[src/rtl/arm_it_pkg.sv]
// Shared IT-block constants: opcode byte, APSR bit positions, checker error codes and condition encodings.
// Pure definitions; no logic, no timing, no flow control.
package arm_it_pkg;

    localparam logic [7:0] IT_OPCODE = 8'hBF;

    localparam int APSR_N = 4;
    localparam int APSR_Z = 3;
    localparam int APSR_C = 2;
    localparam int APSR_V = 1;
    localparam int APSR_Q = 0;

    localparam logic [1:0] ERR_NONE     = 2'b00;
    localparam logic [1:0] ERR_MISMATCH = 2'b01;
    localparam logic [1:0] ERR_NEST     = 2'b10;
    localparam logic [1:0] ERR_BADCOND  = 2'b11;

    localparam logic [3:0] COND_EQ = 4'h0;
    localparam logic [3:0] COND_NE = 4'h1;
    localparam logic [3:0] COND_CS = 4'h2;
    localparam logic [3:0] COND_CC = 4'h3;
    localparam logic [3:0] COND_MI = 4'h4;
    localparam logic [3:0] COND_PL = 4'h5;
    localparam logic [3:0] COND_VS = 4'h6;
    localparam logic [3:0] COND_VC = 4'h7;
    localparam logic [3:0] COND_HI = 4'h8;
    localparam logic [3:0] COND_LS = 4'h9;
    localparam logic [3:0] COND_GE = 4'hA;
    localparam logic [3:0] COND_LT = 4'hB;
    localparam logic [3:0] COND_GT = 4'hC;
    localparam logic [3:0] COND_LE = 4'hD;
    localparam logic [3:0] COND_AL = 4'hE;

endpackage

[src/rtl/it_cond_eval.sv]
// Thumb condition-code evaluator against APSR flags; purely combinational, zero latency, no flow control.
module it_cond_eval
    import arm_it_pkg::*;
(
    input  logic [3:0] cond,
    input  logic [4:0] apsr,
    output logic       pass
);

    logic w_n;
    logic w_z;
    logic w_c;
    logic w_v;
    logic w_base;
    logic w_unused_q;

    assign w_n        = apsr[APSR_N];
    assign w_z        = apsr[APSR_Z];
    assign w_c        = apsr[APSR_C];
    assign w_v        = apsr[APSR_V];
    assign w_unused_q = apsr[APSR_Q];

    always_comb begin
        w_base = 1'b1;
        case (cond[3:1])
            3'b000:  w_base = w_z;
            3'b001:  w_base = w_c;
            3'b010:  w_base = w_n;
            3'b011:  w_base = w_v;
            3'b100:  w_base = w_c & ~w_z;
            3'b101:  w_base = (w_n == w_v);
            3'b110:  w_base = (w_n == w_v) & ~w_z;
            default: w_base = 1'b1;
        endcase
    end

    // 4'hF shares AL's base and must not be inverted into "never".
    assign pass = (cond[0] && (cond != 4'hF)) ? ~w_base : w_base;

endmodule

[config.mk]
export PLATFORM = sky130hd
export DESIGN_NAME = it_cond_eval
export DESIGN_NICKNAME = d
export VERILOG_FILES = /design/src/rtl/arm_it_pkg.sv /design/src/rtl/it_cond_eval.sv
export SDC_FILE = /design/constraint.sdc
export NUM_CORES = 1
export LEC_CHECK = 0
export CORE_AREA = 3 3 40 42
export DETAILED_ROUTE_END_ITERATION = 6
export DIE_AREA = 0 0 43 45
export PLACE_DENSITY_LB_ADDON = 0.3
export SYNTH_ARGS = -nofsm -noshare
export SYNTH_HDL_FRONTEND = slang
export SYNTH_SLANG_ARGS = --single-unit
export TNS_END_PERCENT = 1
[constraint.sdc]
create_clock -name vclk -period 1.3
set_clock_uncertainty 0.05 [all_clocks]
set_input_delay 0.13 -clock vclk [all_inputs]
set_output_delay 0.13 -clock vclk [all_outputs]
set_load 0.02 [all_outputs]
==> results of run 1 <==
cell families after synthesis:
group / count (synthesis) / share of synthesized area (%)
muxes: 2 / 15.39
xor gates and xnor gates: 3 / 20.20
and+or+nand+nor: 10 / 46.16
AOI/OAI and AO/OA: 3 / 18.27
what timing repair did:
action / in CTS / in global routing
setup endpoints to repair: 1 / 1
pin swaps: 8 / 4
hold buffers: 0 / 0
resized for setup: 30 / 6
Yosys cell counts:
cell type / count / area [um^2]
sky130_fd_sc_hd__a21oi_1: 1 / 5.000
sky130_fd_sc_hd__nand2_1: 1 / 3.750
sky130_fd_sc_hd__nor2_1: 2 / 7.510
sky130_fd_sc_hd__nor2b_1: 2 / 12.51
sky130_fd_sc_hd__nand4_1: 1 / 6.260
sky130_fd_sc_hd__xor2_1: 2 / 17.52
sky130_fd_sc_hd__nand3b_1: 1 / 7.510
sky130_fd_sc_hd__nor4b_1: 1 / 8.760
sky130_fd_sc_hd__a31oi_1: 1 / 6.260
sky130_fd_sc_hd__xnor2_1: 1 / 8.760
sky130_fd_sc_hd__mux2i_1: 2 / 20.02
sky130_fd_sc_hd__nand3_1: 1 / 5.000
sky130_fd_sc_hd__a22oi_2: 1 / 12.51
sky130_fd_sc_hd__and3b_1: 1 / 8.760
worst max-delay path, cell delays in order:
cell                       delay (ps)
sky130_fd_sc_hd__clkbuf_2         110
sky130_fd_sc_hd__nor4b_2          270
sky130_fd_sc_hd__a31oi_1           90
sky130_fd_sc_hd__a21oi_1          130
sky130_fd_sc_hd__and3b_1          190
sky130_fd_sc_hd__buf_6            130
where the power goes:
part | leakage, nW | total, W | internal (W) | switching, W
registers | 0 | 0 | 0 | 0
logic | 0.103 | 0.0000858 | 0.0000466 | 0.0000391
clock network | 0 | 0 | 0 | 0
total | 0.103 | 0.0000858 | 0.0000466 | 0.0000391
per-stage QoR:
step / worst slack (ps) / util [%] / setup TNS [ps] / std cells / hold WS [ps]
2_1_floorplan: 271.5 / - / 0 / 18 / 556.3
3_3_place_gp: -803.9 / 19.77 / -803.9 / 44 / 1566
3_5_place_dp: -853.8 / 19.77 / -853.8 / 44 / 1592
4_1_cts: 4.438 / 19.18 / 0 / 44 / 883.2
5_1_grt: 12.24 / 19.18 / 0 / 44 / 870.7
6_report: 75.56 / 19.18 / 0 / 44 / 819.2
worst paths after layout:
check	slack, ps	to	cells past startpoint	start
max	80	pass	6	cond[1]
min	820	pass	6	cond[2]
final cells by class:
| cell class | count | area share (%) |
|---|---|---|
| Multi-Input combinational cell | 18 | 59.90 |
| Timing Repair Buffer | 11 | 32.49 |
| Tap cell | 15 | 7.614 |
per-layer routing:
metal / GRT usage, % / vias to the layer above
met3: 1.195 / 0
met4: 0 / 0
li1: - / 91
met2: 8.982 / 9
met1: 5.952 / 70
met5: 0 / -
==> results.env, run 1 <==
CRITICALPATHCATEGORY='primary input to primary output'
FINISH.NET_COUNT=40
GRT_ANTENNA_BEFORE_REPAIR=0
TYPE_OF_ELEMENT_LAUNCHING_THE_CRITICAL_PATH='primary input'
FINAL-SEQ-AREA_UM2=0
PLACEMENT.IO_BUFFERS=9
IOPINCOUNT=10
MAXUSEDROUTINGLAYER='met3'
FMAX_MHz=816.7
IR_DROP_uV=118.0
ANTENNA_CELLS=0
PLACEMENT_ROWS=13
TIMING.FINAL.HOLD_VIOLATIONS=0
FINAL_MAX_SLEW_VIOL_COUNT=0
POST_CTS_BUFFERS=0
SEQ_AREA_FRAC_SYNTH_PCT=0
SYNTH_AREA_UM2=130.1
GP_CONGESTION=0.6466
TIMING.HOLD.WORST.CLASS='primary input to primary output'
SYN_AREA_PER_CELL_UM2=7.229
INITIAL_UTILIZATION_PCT=10.13
POST_SYNTH_NUM_CELL_TYPES=14
LAYOUT.SEQUENTIAL_CELLS=0
ROUTE.DETAILED.DRC=0
NUM_VIAS=170
MAXSLEWHEADROOM_PCT=85.84
PWR_DENSITY_CELL_nW_PER_UM2=348.0
CRITPATHREQUIREDTIME_PS=1120
GR-USAGE-ALL-LAYERS_PCT=4.809
GLOBAL_ROUTE.OVERFLOW_TOTAL=0
DRTPASS1ITERATIONS=4
TIMING.CRITICAL_PATH.ARRIVAL_PS=1040
YS_WARN_COUNT=0
CRITICAL_PATH_FANOUTS_MAX=3
ROUTED-WL-MET2_UM=152
GRT_FIRST_PASS_WIRELENGTH_UM=765
MAX-CAP-VIOLATIONS=0
MET3_LAYER_WIRE_LENGTH_IN_THE_ROUTED_DESIGN_UM=51
DRT-MET1-WL_UM=192
DIE_WIDTH_UM=43
SETUP_REPAIR_AFTER_GLOBAL_ROUTING_MISSED_ITS_MARGIN='false'
DRTITER0DRC=3
ANT_NETS=0
GRT_PASS1_VIAS=184
MULTI_INPUT_AREA_UM2=147.6
PLACEDINSTANCEAREA_UM2=254.0
FINALSETUPVIOLCOUNT=0
FIN_TOTAL_PWR_W=0.00008577
SYN-INSTANCE-COUNT=18
NUM-FILL-CELLS=146
WL_PER_CELL_UM=9.000
GRT_MAX_DEGREE=5
DIE_AR_UM2=1935
LAYOUT_WORST_PATH_CYCLE_SHARE_PCT=94.19
FINAL_PERIOD_MINUS_WORST_SETUP_SLACK_PS=1224
CRITPATHCAPTURETYPE='primary output'
COREAREA_UM2=1285
TIGHTEST_SLEW_PS=211.4
SYNTH_FP_NETS=27
SYN_TO_FINAL_GROWTH_PCT=89.42
FINAL_COMMON_CELL='sky130_fd_sc_hd__buf_2'
VIAS_PER_CELL=3.864
DRIVE_GT1_SHARE_PCT=44.83
OVERALL_ROUTED_NET_LENGTH_UM=396
STATUS='finished, final reports clean'
FINAL.CLKBUF_COUNT=0
POST_ROUTE_CELL_AREA_UM2=246.5
CHIPHEIGHT_UM=45
P_LEAK_nW=0.1033
(Power assumes the default switching activity.)
==> inputs of run 2 (changes only) <==
--- a/config.mk
+++ b/config.mk
@@ -5,6 +5,7 @@
 export SDC_FILE = /design/constraint.sdc
 export NUM_CORES = 1
 export LEC_CHECK = 0
+export CAP_MARGIN = 10
 export CORE_AREA = 3 3 40 42
 export DETAILED_ROUTE_END_ITERATION = 6
 export DIE_AREA = 0 0 43 45
==> results of run 2 <==
Same layout as run 1: the final DEF is identical, and so are final timing and power.
